<file path="config.mk">
export PLATFORM = sky130hd
export DESIGN_NAME = lcd_cmd_arbiter
export DESIGN_NICKNAME = d
export VERILOG_FILES = /design/src/rtl/lcd_cmd_arbiter.sv
export SDC_FILE = /design/constraint.sdc
export NUM_CORES = 1
export LEC_CHECK = 0
export BUFFER_PORTS_ARGS = -buffer_cell sky130_fd_sc_hd__clkbuf_2
export CORE_MARGIN = 3
export CORE_UTILIZATION = 44
export CTS_CLUSTER_SIZE = 24
export DETAILED_ROUTE_END_ITERATION = 16
export PLACE_DENSITY = 0.8
export SLEW_MARGIN = 20
export SYNTH_ARGS = -nofsm -noshare
export SYNTH_HDL_FRONTEND = slang
export SYNTH_SLANG_ARGS = --single-unit
export TNS_END_PERCENT = 5
</file>
<file path="constraint.sdc">
create_clock -name pclk -period 2.4 [get_ports pclk]
set_input_delay 0.12 -clock pclk [delete_from_list [all_inputs] [get_ports pclk]]
set_output_delay 0.12 -clock pclk [all_outputs]
set_load 0.005 [all_outputs]
</file>
<file path="src/rtl/lcd_cmd_arbiter.sv">
// Arbitrates init/cpu/readback command requesters onto a single LCD interface.
// Optional WAIT watchdog enabled by defining LCD_ARB_TIMEOUT_EN.
module lcd_cmd_arbiter #(
    parameter int TIMEOUT_CYCLES = 1023
) (
    input  logic        pclk,
    input  logic        rst,
    input  logic        init_finish,
    input  logic [2:0]  req_i,
    input  logic [19:0] cmd0_i,
    input  logic [19:0] cmd1_i,
    input  logic [19:0] cmd2_i,
    output logic [2:0]  ack_o,
    output logic [15:0] rdata_o,
    output logic        timeout_o,
    output logic        lcd_we_o,
    output logic [19:0] lcd_cmd_o,
    input  logic        lcd_busy_i,
    input  logic        lcd_done_i,
    input  logic [15:0] lcd_rdata_i
);

    localparam logic [1:0] IDLE  = 2'd0;
    localparam logic [1:0] ISSUE = 2'd1;
    localparam logic [1:0] WAIT  = 2'd2;
    localparam logic [1:0] ACK   = 2'd3;

    if (TIMEOUT_CYCLES < 1) begin : g_bad_timeout
        $error("TIMEOUT_CYCLES must be at least 1");
    end

    logic [1:0]  state_q, state_d;
    logic [1:0]  ptr_q, ptr_d;
    logic [1:0]  gnt_q, gnt_d;
    logic [19:0] cmd_q, cmd_d;
    logic [15:0] rdata_q, rdata_d;
    logic        to_q, to_d;

    logic        sel_vld;
    logic [1:0]  sel_idx;
    logic [19:0] sel_cmd;

    // Requester 0 owns the bus before init completes; 1 and 2 share it afterwards.
    always_comb begin
        sel_vld = 1'b0;
        sel_idx = 2'd0;
        if (!init_finish) begin
            sel_vld = req_i[0];
            sel_idx = 2'd0;
        end else if (req_i[1] && req_i[2]) begin
            sel_vld = 1'b1;
            sel_idx = (ptr_q == 2'd1) ? 2'd2 : 2'd1;
        end else if (req_i[1]) begin
            sel_vld = 1'b1;
            sel_idx = 2'd1;
        end else if (req_i[2]) begin
            sel_vld = 1'b1;
            sel_idx = 2'd2;
        end
    end

    always_comb begin
        case (sel_idx)
            2'd1:    sel_cmd = cmd1_i;
            2'd2:    sel_cmd = cmd2_i;
            default: sel_cmd = cmd0_i;
        endcase
    end

`ifdef LCD_ARB_TIMEOUT_EN
    localparam int WD_W = $clog2(TIMEOUT_CYCLES + 1);
    localparam logic [WD_W-1:0] WD_LAST = WD_W'(TIMEOUT_CYCLES - 1);

    logic [WD_W-1:0] wd_q;
    logic            wd_expired;

    // Counts WAIT cycles; zero whenever the FSM is outside WAIT.
    always_ff @(posedge pclk) begin
        if (rst || state_q != WAIT) begin
            wd_q <= '0;
        end else begin
            wd_q <= wd_q + 1'b1;
        end
    end

    assign wd_expired = (wd_q == WD_LAST);
`else
    logic wd_expired;
    assign wd_expired = 1'b0;
`endif

    always_comb begin
        state_d = state_q;
        ptr_d   = ptr_q;
        gnt_d   = gnt_q;
        cmd_d   = cmd_q;
        rdata_d = rdata_q;
        to_d    = to_q;
        case (state_q)
            IDLE: begin
                if (sel_vld && !lcd_busy_i) begin
                    state_d = ISSUE;
                    gnt_d   = sel_idx;
                    cmd_d   = sel_cmd;
                    if (sel_idx != 2'd0) begin
                        ptr_d = sel_idx;
                    end
                end
            end
            ISSUE: begin
                state_d = WAIT;
                to_d    = 1'b0;
            end
            WAIT: begin
                if (lcd_done_i) begin
                    state_d = ACK;
                    rdata_d = lcd_rdata_i;
                    to_d    = 1'b0;
                end else if (wd_expired) begin
                    state_d = ACK;
                    rdata_d = 16'hFFFF;
                    to_d    = 1'b1;
                end
            end
            default: begin
                state_d = IDLE;
            end
        endcase
    end

    always_ff @(posedge pclk) begin
        if (rst) begin
            state_q <= IDLE;
            ptr_q   <= 2'd2;
            gnt_q   <= 2'd0;
            cmd_q   <= '0;
            rdata_q <= '0;
            to_q    <= 1'b0;
        end else begin
            state_q <= state_d;
            ptr_q   <= ptr_d;
            gnt_q   <= gnt_d;
            cmd_q   <= cmd_d;
            rdata_q <= rdata_d;
            to_q    <= to_d;
        end
    end

    assign lcd_we_o  = (state_q == ISSUE);
    assign lcd_cmd_o = cmd_q;
    assign ack_o     = (state_q == ACK) ? (3'b001 << gnt_q) : 3'b000;
    assign rdata_o   = (state_q == ACK) ? rdata_q : 16'h0000;
`ifdef LCD_ARB_TIMEOUT_EN
    assign timeout_o = (state_q == ACK) && to_q;
`else
    assign timeout_o = 1'b0;
`endif

endmodule

</file>
# ---- Word-level counts from Yosys, hierarchy flattened
# Index checks and enable logic that the tools add are counted.
dict set report op_classes {
  n_eq_ne 8
  n_shift 1
  mux 15
  n_reduce_logical 9
}
# cell count
set ops {}
lappend ops {{$pmux W20 S2} 1}
lappend ops {{$mux W16} 1}
lappend ops {{$mux W2} 7}
lappend ops {{$eq A2 B1 Y1 const B} 3}
lappend ops {{$eq A2 B2 Y1 const B} 3}
lappend ops {{$pmux W2 S3} 1}
lappend ops {{$reduce_and A2 Y1} 3}
lappend ops {{$mux W1} 4}
lappend ops {{$ne A2 B2 Y1 const B} 2}
lappend ops {{$mux W3} 1}
lappend ops {{$reduce_and A3 Y1} 1}
lappend ops {{$shl A1 B2 Y3 const A} 1}
lappend ops {{$logic_and A1 B1 Y1} 2}
lappend ops {{$logic_not A2 Y1} 1}
lappend ops {{$reduce_bool A2 Y1} 1}
lappend ops {{$logic_not A1 Y1} 1}
dict set report totals {
  ff_bits 42
  in_bits 84
  out_inout_bits 41
  elab_cells 38
}

# ---- Logic depth before layout (Yosys ltp)
dict set report logic_depth {
  ltp_word 7
  depth_mapped 9
  ltp_nobuf 8
}

# ---- Least setup slack after synthesis
# OpenSTA, ideal clock, no wires.
dict set report synth_timing {
  kind {register to register}
  from {register ptr_q[1]}
  to {register cmd_q[18] (netlist: lcd_cmd_o[18])}
  setup_ns 0.122
  arrival_ns 1.639
  t_required_ns 2.278
  setup_slack_ns 0.639
  path_stages_with_launch 9
  path_buffers 1
  period_less_slack_ns 1.761
  path_cell_list {dfxtp_1 -> nand2b_1 -> a21oi_1 -> inv_1 -> ha_1 -> clkbuf_1 -> nor2_1 -> a21oi_1 -> o22ai_2}
}
dict set report synth_between {
  elab_chain_len 6
  word_cells_on_any_way 7
  classes_between {eq/ne: 3; mux: 4}
}
# element line
set synth_lines {}
lappend synth_lines {{start, declared} 33} ;# logic [1:0] ptr_q, ptr_d;
lappend synth_lines {{start signal, assigned} 141} ;# ptr_q <= ptr_d;
lappend synth_lines {{$eq A2 B1 Y1 (*)} 52} ;# sel_idx = (ptr_q == 2'd1) ? 2'd2 : 2'd1;
lappend synth_lines {{$mux W2 (*)} 52}
lappend synth_lines {{$mux W2 (*)} 50} ;# end else if (req_i[1] && req_i[2]) begin
lappend synth_lines {{$mux W2 (*)} 47} ;# if (!init_finish) begin
lappend synth_lines {{via sel_idx[1]} 40} ;# logic [1:0] sel_idx;
lappend synth_lines {{$eq A2 B2 Y1 or $eq A2 B1 Y1 (tied branches)} 63} ;# case (sel_idx)
lappend synth_lines {{$pmux W20 S2 (*)} 63}
lappend synth_lines {{end signal, assigned} 143} ;# cmd_q <= cmd_d;
lappend synth_lines {{end, declared} 35} ;# logic [19:0] cmd_q, cmd_d;
# The timed path passes the listed nets; every way through them passes the cells marked *.
# A chain may end at the register's enable or synchronous reset.

# ---- Worst setup path after layout
dict set report layout_timing {
  from {register ptr_q[1]}
  to {register cmd_q[8] (netlist: lcd_cmd_o[8])}
}
# The elaborated chain is that of the path after synthesis.

==> results.toml <==
[clock_network]
htreeDepth = 2
postCtsHoldBufs = 0
cts_resized = 0
cts_tree = "done"
clockBufferDepth = 2
cts_buffers = 5
post-cts-setup-buffers = 0
clk_latency_ps = 290
clk_pin_slew_worst_paths_ps = 80
clockRootBuffer = "clkbuf_8"
cts_sinks = 42

[timing]
tightest_slew_ps = 743
slew_viol_final = 0
fin_setup_tns_ps = 0
rsz0062_at_grt = "no"
fin_ws_ps = 322
post-route-period-util_pct = 86.6
finalCriticalPeriod_ps = 2080
clock-skew-final_ps = 2.67
maxSlewHeadroom_pct = 50.5
hold_viol = 0
setup_viol = 0
fmax_ghz = 0.481

[worst_hold_path]
min_path_type = "input port to register"
hold_end = "rdata_q[9]"
hold_start = "lcd_rdata_i[9]"
hold_depth = 3

[synth]
seq_area_frac_synth_pct = 37.3
synth.distinct_cells = 29
synth_top_area_cell = "dfxtp_1"
synth-main-ff-cell = "dfxtp_1"
synth_edf_count = 0
syn_avg_cell_area_um2 = 8.23
yosysTopAreaCellShare_pct = 37.3
syn_nets = 365
synth_area_leaders = "dfxtp_1, o22ai_2, nand2_1"
syn_inst = 274
synthArstFlopShare_pct = 0
yosysWarnings = 0
syn-cell-area_um2 = 2250
yosysMostFrequentCell = "nand2_1"
synth_seq_cells = 42
ys_top_cells_by_count = "nand2_1, dfxtp_1, a21oi_1"

[worst_setup_path]
reg2regPathDepth = 8
cp_max_fo = 20
critPathLaunchType = "register"
regToRegStartpoint = "ptr_q[1]"
r2r_setup_slack_ps = 320
timing.rr.end = "lcd_cmd_o[8]"
crit_type = "register to register"
cp.required_ps = 2560
arrival_ps = 2240
worst_setup_path_end_kind = "register"

[floorplanning]
die_y_um = 77.6
die_w_um = 77.6
die-area_um2 = 6020
core_region_area_um2 = 4850
ios = 125
initial_core_util_pct = 46.5
row_count = 25

[global_route]
grt_pass1_vias = 2171
grt_antenna_before_repair = 0
grt_pass1_wl_um = 9600
grt-ovfl-total = 0
grt_max_degree = 41
grtUsageMet2_pct = 34.9
grt_usage_pct = 19.4
met1_usage_pct = 22.2
grt_use_met3_pct = 5.22
top_usage_layer = "met2"

[layout]
nets = 476
drive_above_1_share_pct = 41.5
n_fill_cell = 431
diodes = 0
areaGrowthSynthToFinish_pct = 33.5

[detailed_routing]
routed_wl_um = 5870
detail-route-antenna-nets = 0
drt-wirelength-per-cell_um = 13.0
avgViaCountPerCell = 5.03
drt_iter0_markers = 108
vias = 2279
drc = 0
firstDrtPassIters = 4

[placement]
globalplace.congestion = 0.768
dp_slack_ps = 335
port_buffers = 123
hpwl_um = 4340

[run]
maxCapViolations = 0

[power]
static-leakage-power_nw = 1.35
power.density_nw_per_um2 = 715
ir_drop_v = 0.000369

[run_status]
status = "finished clean"
power breakdown:
part | total [mW] | leakage [nW] | internal (mW) | switching [mW]
sequential | 0.836 | 0.341 | 0.786 | 0.0505
clock | 0.690 | 0.0714 | 0.444 | 0.246
combinational | 0.626 | 0.938 | 0.284 | 0.341
cells by family (layout without fill, tap and decap cells):
kind of cell	Yosys count	count (layout)	share of synthesized area, %
compound gates	82	82	28.1
fa+ha+maj	7	7	3.88
buf+inv	29	141	6.05
flops	42	42	37.3
mux	4	4	1.78
other cells	1	1	0.166
simple gates	109	109	22.8
flip-flops by register name, summed over array words and instances, names as in the netlist:
| name | cells |
|---|---|
| gnt_q | 2 |
| lcd_cmd_o | 20 |
| state_q | 2 |
| ptr_q | 2 |
| rdata_q | 16 |
layer usage:
layer / part of all wire (%) / vias up
li1: - / 1165
met1: 43 / 1018
met2: 48 / 92
met3: 8.2 / 4
met4: 0.82 / 0
met5: 0 / -
layout by cell type (no fill, tap or decap):
| cell | count |
|---|---|
| clkbuf_2 | 123 |
| nand2_1 | 57 |
| dfxtp_1 | 42 |
| a21oi_1 | 37 |
| nor2_1 | 25 |
| a22oi_1 | 20 |
| o22ai_2 | 20 |
| and2_1 | 17 |
| inv_1 | 7 |
| ha_1 | 7 |
| clkbuf_8 | 6 |
| mux2i_1 | 4 |
| buf_4 | 3 |
| and3b_1 | 2 |
| bufinv_16 | 2 |
| nand2b_1 | 1 |
| a31oi_1 | 1 |
| nor3b_1 | 1 |
| o21bai_2 | 1 |
| nor3b_2 | 1 |
| nor4b_2 | 1 |
| nor4bb_1 | 1 |
| a221oi_2 | 1 |
| nor3_1 | 1 |
| o31ai_1 | 1 |
| nor3b_4 | 1 |
| nand2_2 | 1 |
| o211ai_1 | 1 |
| conb_1 | 1 |
worst max-delay path, stage by stage, from the launching register on:
cell	delay, ps
dfxtp_1	330
nand2b_1	140
a21oi_1	290
inv_1	110
ha_1	470
a22oi_1	270
nor2_1	60
a21oi_1	190
o22ai_2	90
through the flow:
step / power [mW] / hold slack [ps] / util (%) / instance area (um^2) / cells
6_report: 2.15 / 40.5 / 62.1 / 3010 / 453
5_1_grt: 2.28 / 52.3 / 62.1 / 3010 / 453
4_1_cts: 2.18 / 30.8 / 62.1 / 3010 / 453
3_5_place_dp: 1.48 / 349 / 59.1 / 2870 / 445
3_3_place_gp: 1.47 / 343 / 59.1 / 2870 / 445
2_1_floorplan: 1.30 / 223 / - / 2250 / 274
worst max-delay path by stage:
stage,start,endpoint,slack [ps]
after floorplan,ptr_q[1],lcd_cmd_o[18],640
after global placement,ptr_q[1],lcd_cmd_o[8],400
after global routing,ptr_q[1],lcd_cmd_o[18],140
final,ptr_q[1],lcd_cmd_o[8],320
after CTS,ptr_q[1],lcd_cmd_o[8],320
after detailed placement,ptr_q[1],lcd_cmd_o[8],330
cell type report:
class	count	area (um^2)	area share (%)
inverters	7	26.3	0.873
multi-input cells	203	1280	42.5
clock buffers	6	82.6	2.74
clock inverters	2	60.1	2.00
flip-flops and latches	42	841	27.9
well taps	67	83.8	2.79
repair buffers	126	638	21.2
No activity file was read; power rests on OpenSTA's default activity.
